$ cat src/rtl/ps2_keycode_decoder.sv
// ps2_keycode_decoder
// PS/2 keyboard front end: synchronises and filters the raw PS/2 lines,
// receives device-to-host frames, tracks the E0/F0 prefixes and turns a
// small set of scan-code set 2 keys into the game keycode, held for as
// long as the physical key stays pressed.
module ps2_keycode_decoder #(
    parameter int FILTER_LEN     = 4,
    parameter int TIMEOUT_CYCLES = 100000
) (
    input  logic       Clk,
    input  logic       Reset,
    input  logic       PS2_CLK,
    input  logic       PS2_DAT,
    output logic [7:0] keycode,
    output logic       key_valid,
    output logic       frame_err
);

    localparam int FW = (FILTER_LEN > 1) ? $clog2(FILTER_LEN + 1) : 1;
    localparam int TW = $clog2(TIMEOUT_CYCLES + 1);

    localparam logic [FW-1:0] FILT_LAST = FW'(FILTER_LEN - 1);
    localparam logic [TW-1:0] TO_LAST   = TW'(TIMEOUT_CYCLES - 1);

    typedef enum logic [1:0] {
        RX_IDLE,
        RX_DATA,
        RX_PARITY,
        RX_STOP
    } rxState_t;

    logic [1:0]    clkSync_q;
    logic [1:0]    datSync_q;
    logic          syncClk;
    logic          syncDat;

    logic          filtClk_q, filtClk_d;
    logic [FW-1:0] filtCnt_q, filtCnt_d;
    logic          filtPrev_q;
    logic          fallEdge;

    rxState_t      state_q, state_d;
    logic [2:0]    bitCnt_q, bitCnt_d;
    logic [7:0]    shift_q, shift_d;
    logic          parity_q, parity_d;
    logic [TW-1:0] toCnt_q, toCnt_d;
    logic          byteValid_q, byteValid_d;
    logic          frameErr_q, frameErr_d;

    logic          ext_q, ext_d;
    logic          brk_q, brk_d;
    logic [7:0]    keycode_q, keycode_d;
    logic          keyValid_q, keyValid_d;

    logic          mapHit;
    logic [7:0]    mapCode;

    assign syncClk = clkSync_q[1];
    assign syncDat = datSync_q[1];

    // Two-flop synchronisers for the asynchronous keyboard lines; idle-high.
    always_ff @(posedge Clk) begin
        if (Reset) begin
            clkSync_q <= 2'b11;
            datSync_q <= 2'b11;
        end else begin
            clkSync_q <= {clkSync_q[0], PS2_CLK};
            datSync_q <= {datSync_q[0], PS2_DAT};
        end
    end

    // Glitch filter: the filtered clock follows only after FILTER_LEN
    // consecutive samples at the new level; any bounce restarts the count.
    always_comb begin
        filtClk_d = filtClk_q;
        filtCnt_d = '0;
        if (syncClk != filtClk_q) begin
            if (filtCnt_q == FILT_LAST) begin
                filtClk_d = syncClk;
            end else begin
                filtCnt_d = filtCnt_q + 1'b1;
            end
        end
    end

    // Filter state plus the delayed copy used for falling-edge detection.
    always_ff @(posedge Clk) begin
        if (Reset) begin
            filtClk_q  <= 1'b1;
            filtCnt_q  <= '0;
            filtPrev_q <= 1'b1;
        end else begin
            filtClk_q  <= filtClk_d;
            filtCnt_q  <= filtCnt_d;
            filtPrev_q <= filtClk_q;
        end
    end

    assign fallEdge = filtPrev_q & ~filtClk_q;

    // Receive FSM next state: steps only on filtered falling edges, and
    // abandons a frame whose clock stalls for TIMEOUT_CYCLES.
    always_comb begin
        state_d     = state_q;
        bitCnt_d    = bitCnt_q;
        shift_d     = shift_q;
        parity_d    = parity_q;
        toCnt_d     = '0;
        byteValid_d = 1'b0;
        frameErr_d  = 1'b0;

        if (fallEdge) begin
            case (state_q)
                RX_IDLE: begin
                    if (!syncDat) begin
                        state_d  = RX_DATA;
                        bitCnt_d = 3'd0;
                    end
                end
                RX_DATA: begin
                    shift_d[bitCnt_q] = syncDat;
                    bitCnt_d          = bitCnt_q + 3'd1;
                    if (bitCnt_q == 3'd7) begin
                        state_d = RX_PARITY;
                    end
                end
                RX_PARITY: begin
                    parity_d = syncDat;
                    state_d  = RX_STOP;
                end
                RX_STOP: begin
                    if (syncDat && (^{shift_q, parity_q})) begin
                        byteValid_d = 1'b1;
                    end else begin
                        frameErr_d = 1'b1;
                    end
                    state_d = RX_IDLE;
                end
                default: begin
                    state_d = RX_IDLE;
                end
            endcase
        end else if (state_q != RX_IDLE) begin
            if (toCnt_q == TO_LAST) begin
                frameErr_d = 1'b1;
                state_d    = RX_IDLE;
            end else begin
                toCnt_d = toCnt_q + 1'b1;
            end
        end
    end

    // Receive FSM state register.
    always_ff @(posedge Clk) begin
        if (Reset) begin
            state_q     <= RX_IDLE;
            bitCnt_q    <= 3'd0;
            shift_q     <= 8'h00;
            parity_q    <= 1'b0;
            toCnt_q     <= '0;
            byteValid_q <= 1'b0;
            frameErr_q  <= 1'b0;
        end else begin
            state_q     <= state_d;
            bitCnt_q    <= bitCnt_d;
            shift_q     <= shift_d;
            parity_q    <= parity_d;
            toCnt_q     <= toCnt_d;
            byteValid_q <= byteValid_d;
            frameErr_q  <= frameErr_d;
        end
    end

    // Scan-code to game-keycode table; ext selects the E0-prefixed page.
    always_comb begin
        mapHit  = 1'b0;
        mapCode = 8'h00;
        case ({ext_q, shift_q})
            {1'b0, 8'h29}: begin mapHit = 1'b1; mapCode = 8'h20; end
            {1'b1, 8'h72}: begin mapHit = 1'b1; mapCode = 8'h26; end
            {1'b0, 8'h5A}: begin mapHit = 1'b1; mapCode = 8'h0D; end
            {1'b0, 8'h76}: begin mapHit = 1'b1; mapCode = 8'h0C; end
            default:       begin mapHit = 1'b0; mapCode = 8'h00; end
        endcase
    end

    // Byte decode: prefixes set flags, codes act on the held keycode. A break
    // only releases the keycode it names so overlapping presses survive.
    always_comb begin
        ext_d      = ext_q;
        brk_d      = brk_q;
        keycode_d  = keycode_q;
        keyValid_d = 1'b0;
        if (byteValid_q) begin
            if (shift_q == 8'hE0) begin
                ext_d = 1'b1;
            end else if (shift_q == 8'hF0) begin
                brk_d = 1'b1;
            end else begin
                if (mapHit) begin
                    if (!brk_q) begin
                        keycode_d  = mapCode;
                        keyValid_d = 1'b1;
                    end else if (keycode_q == mapCode) begin
                        keycode_d = 8'h00;
                    end
                end
                ext_d = 1'b0;
                brk_d = 1'b0;
            end
        end
    end

    // Decoder state and the registered keycode outputs.
    always_ff @(posedge Clk) begin
        if (Reset) begin
            ext_q      <= 1'b0;
            brk_q      <= 1'b0;
            keycode_q  <= 8'h00;
            keyValid_q <= 1'b0;
        end else begin
            ext_q      <= ext_d;
            brk_q      <= brk_d;
            keycode_q  <= keycode_d;
            keyValid_q <= keyValid_d;
        end
    end

    assign keycode   = keycode_q;
    assign key_valid = keyValid_q;
    assign frame_err = frameErr_q;

endmodule

$ cat config.mk
export PLATFORM = sky130hd
export DESIGN_NAME = ps2_keycode_decoder
export DESIGN_NICKNAME = d
export VERILOG_FILES = /design/src/rtl/ps2_keycode_decoder.sv
export SDC_FILE = /design/constraint.sdc
export NUM_CORES = 1
export LEC_CHECK = 0
export BUFFER_PORTS_ARGS = -buffer_cell sky130_fd_sc_hd__buf_4
export CORE_MARGIN = 4
export CORE_UTILIZATION = 40
export DETAILED_ROUTE_END_ITERATION = 10
export SYNTH_ARGS = -nofsm -noshare
export SYNTH_HDL_FRONTEND = slang
export SYNTH_SLANG_ARGS = --single-unit
$ cat constraint.sdc
create_clock -name Clk -period 2.09 [get_ports Clk]
set_clock_uncertainty 0.1 [all_clocks]
set_input_delay 0.209 -clock Clk [delete_from_list [all_inputs] [get_ports Clk]]
set_output_delay 0.209 -clock Clk [all_outputs]
set_load 0.02 [all_outputs]
# After elaboration in Yosys (flattened, before gate mapping)
# Cells that the tools add are included.
[totals]
in_bits = 4
reg_bits = 53
wordCells = 96
[classes]
n_lt_le_gt_ge = 2
bitwise_logic = 10
n_addsub = 3
muxes = 25
n_eq_ne = 19
reduce_logical = 21
[ops]
columns = ["operator", "n"]
rows = [
  ["6-bit case mux with 4 select lines", 1],
  ["9-bit by 7-bit equality test with 1-bit output (second input constant)", 2],
  ["17-bit by 1-bit adder with 17-bit output (second input constant)", 1],
  ["17-bit equality test (second input constant)", 1],
  ["8-bit equality test (second input constant)", 2],
  ["8-bit two-way mux", 2],
  ["1-bit two-way mux", 12],
  ["2-bit two-way mux", 5],
  ["2-bit AND reduction", 5],
  ["9-bit by 6-bit equality test with 1-bit output (second input constant)", 1],
  ["9-bit equality test (second input constant)", 1],
  ["1-bit NOT", 9],
  ["9-bit XOR reduction", 1],
  ["8-bit bitwise mux", 1],
  ["8-bit equality test", 1],
  ["2-bit case mux with 4 select lines", 1],
  ["2-bit nonzero test", 4],
  ["4-bit OR reduction", 2],
  ["3-bit by 1-bit adder with 3-bit output (second input constant)", 2],
  ["3-bit != test (second input constant)", 2],
  ["3-bit case mux with 2 select lines", 1],
  ["3-bit OR reduction", 2],
  ["5-bit AND reduction", 1],
  ["5-bit OR reduction", 1],
  ["16 further kinds", 19],
]

# Logic depth before layout (Yosys ltp)
[logic_depth]
word_depth = 5
mapped_depth = 8

# Least setup slack after synthesis
# OpenSTA, ideal clock, no wires.
[synth_path]
path_type = "reg-to-reg"
from = "reg shift_q[5]"
to = "reg keycode_q[0], in the netlist keycode[0]"
setup_ps = 117
t_required_ps = 1873
arrival_ps = 2065
slack_ps = -192
stages_incl_launch_ff = 8
cell_sequence = "dfxtp_1 > or3b_4 > or4b_1 > buf_2 > mux2_4 > o21ai_2 > o221ai_2 > a22o_1"
[synth_via]
elab_chain_len = 5
word_cells_on_any_way = 15
[synth_lines]
columns = ["element", "line", "rtl"]
rows = [
  ["start: declaration", "44", "logic [7:0] shift_q, shift_d;"],
  ["start signal: assignment", "166", "shift_q <= shift_d;"],
  ["9-bit by 7-bit equality test with 1-bit output (tied with other cells)", "178", "case ({ext_q, shift_q})"],
  ["6-bit case mux with 4 select lines", "178", ""],
  ["8-bit equality test", "204", "end else if (keycode_q == mapCode) begin"],
  ["2-bit by 1-bit != test with 1-bit output (no source line)", "--", ""],
  ["5-bit AND reduction (no source line)", "--", ""],
  ["end signal: assignment", "224", "keycode_q <= keycode_d;"],
  ["end: declaration", "52", "logic [7:0] keycode_q, keycode_d;"],
]
# Parallel ways exist; a longest one is shown, timed or not.
# A chain may end at the register's enable or synchronous reset.

# Worst setup path in the final report
[layout_path]
from = "reg shift_q[2]"
to = "reg keycode_q[0], in the netlist keycode[0]"
# Same word-level chain as after synthesis.

==> results.ini <==
[run_status]
status=complete, but fails checks
violations=negative setup slack

[final_layout]
drive_gt1_frac=0.176
syn2layout_area_growth_pct=17.9
final_cells=382
num_antenna_cells=0
fin_util=0.488
nFillCells=596
final_nets=319
multi_input_area_um2=1400
final-seq-area_um2=1000

[placed_design]
routabilityCongestion=0.777
dp_cells=370
hpwl_um=3370
io_buffers=10

[sta]
setup_viol=5
setup_slack_ps=-63.5
slew_viol_final=0
grt_setup_unrepaired=true
timing.final.crit_period_ps=2150
finalCritPeriodShare=1.03
fin_hold_ws_ps=66.0
hold_viol_final=0
max_freq_mhz=464
setup-tns-final_ps=-220

[synth]
synth_mux_area_frac=0.0559
synth_fa_ha_area_frac=0.0457
syn_area_um2=2460
ys_top_cells_by_count=dfxtp_1, nor2_1, nand2_1
synth-seq-cells=50
async_flop_share=0
yosys.cell_count.top_type=dfxtp_1
yosys.area.top_type_share=0.406
yosys.area.top_type=dfxtp_1
synth_top_family_by_area=simple AND/OR/NAND/NOR gates
synth_compound_area_frac=0.0985
synthFlopType=dfxtp_1
yosys-top-cells-area=dfxtp_1, nor2_1, xnor2_1
syn_inst=279
synth_simple_gate_area_frac=0.271
seq_area_frac_synth=0.406
ys_warn_count=0
synth-xor-area-share=0.0782
yosysUniqueCellTypes=51
avgSynthCellArea_um2=8.83
synth_edf_count=0

[global_routing]
grt_overflow=0
grt_usage=0.137
antenna_found_initial=0
grt_max_degree=18
grt_pass1_vias=1914
grt_use_met3=0.0228
grtUsageMet1=0.175
grt-busiest-layer=met2
grtUsageMet2=0.225
grt_pass1_wl_um=8320

[pwr]
ir_drop_mv=0.286
power.density_nw_per_um2=583
leakage_nw=1.09

[routing]
avgRoutedWirePerCell_um=12.2
wl_um=4680
drtIter0Drc=82
drc=0
drt_pass1_iterations=4
viasPerCell=5.10
postRouteAntennaNets=0
vias=1949

[floorplanning]
die_area_um2=7480
die_y_um=86.5
die_w_um=86.5
start_util=0.414
io_pins=14
rows=28
core-area_um2=5960

[clock_network]
worst_skew_pair.late_latency_ps=310
cts-buffers-inserted=5
htreeDepth=2
clk_pin_slew_ps=100
clockRootBuffer=clkbuf_8
cts_tree=yes
cts_num_sinks=50
cts_buffer_depth=2

[critical_path]
path_max_fanout=5
crit_type=reg -> reg
startpoint_type=register
cp_data_required_time_ps=2190
arrival_ps=2260
worstSetupEndpointType=register

[run]
cap_violations=0

[hold_path]
min-delay-path-class=in -> reg

## layout by cell type (no fill, tap or decap), types with 3 or more instances in the layout
cell type and instances:
mux2i_1 10, nor2_1 39, conb_1 3, nand3_1 12
dfxtp_1 48, nand2_1 16, and3_1 4, a21o_1 4
ha_1 9, inv_1 9, nor3b_1 6, nand3b_1 4
and4_1 3, and4b_1 3, a21oi_1 12, nor3_1 5
or2_2 4, xor2_1 9, clkbuf_8 5, o21ai_0 6
buf_4 31, or3_1 6, xnor2_1 13, nor2b_1 3
nand2b_1 6
## power breakdown
part	leakage, nW	switching [mW]	total, mW	internal (mW)
Combinational	0.630	0.0196	0.0343	0.0147
Clock	0.0563	0.337	0.702	0.365
Sequential	0.405	0.00228	0.958	0.956
## metal layers
layer  wire [µm]  part of all wire
met2        2210              0.47
met5           0                 0
met1        2260              0.48
met3         145             0.031
met4          57             0.012
## sequential cells by signal, summed over array words and instances (netlist names), 2 cells and up
| register | count |
|---|---|
| toCnt_q | 17 |
| shift_q | 8 |
| keycode | 5 |
| bitCnt_q | 3 |
| filtCnt_q | 3 |
| clkSync_q | 2 |
| datSync_q | 2 |
| state_q | 2 |
## worst paths after layout
| kind | depth (start not counted) | slack [ps] | startpoint | to |
|---|---|---|---|---|
| worst min register to register | 1 | 320 | datSync_q[0]$_SDFF_PP1_ | datSync_q[1]$_SDFF_PP1_ |
| worst max register to register | 6 | -60 | shift_q[2]$_SDFFE_PP0P_ | keycode[0]$_SDFFE_PP0P_ |
| worst min-delay path | 2 | 70 | Reset | bitCnt_q[1]$_SDFFE_PP0P_ |
| worst max-delay path | 6 | -60 | shift_q[2]$_SDFFE_PP0P_ | keycode[0]$_SDFFE_PP0P_ |
## repair_timing
item                                    in CTS  in global routing
hold buffers                                 2                  0
endpoints found under the setup margin       5                  5
pin swaps                                    4                  3
resized for setup                            1                  5
endpoints found under the hold margin        2                  0
setup buffers                                0                  2
## logic make-up after synthesis
logic type,count (synthesis)
AND/OR/NAND/NOR,123
flip-flops,50
AO/OA/AOI/OAI,37
buffers and inverters,24
XOR/XNOR,22
multiplexers,13
adder cells (fa/ha/maj),9
other,1
## worst max-delay path, stage by stage, from the launching register on
cell and delay, ps:
dfxtp_2 330, or3b_4 380, or4b_4 490, mux2_4 290, o21ai_4 140, o221ai_4 130, a22o_1 190
## cell type report
class	count	area share
multi-input combinational	207	0.483
sequential	50	0.346
timing repair buffer	33	0.0870
tap	75	0.0323
clock buffer	5	0.0237
clock inverter	3	0.0168
inverter	9	0.0116
## stage by stage
stage	total power, mW	cell area (µm²)	setup WS [ps]
floorplan	1.00	2470	-161
global placement	1.01	2710	-63.6
detailed placement	1.01	2710	-54.6
CTS	1.72	2860	-66.9
global route	1.76	2900	-140
finish	1.69	2900	-63.5
(Power assumes the default switching activity.)
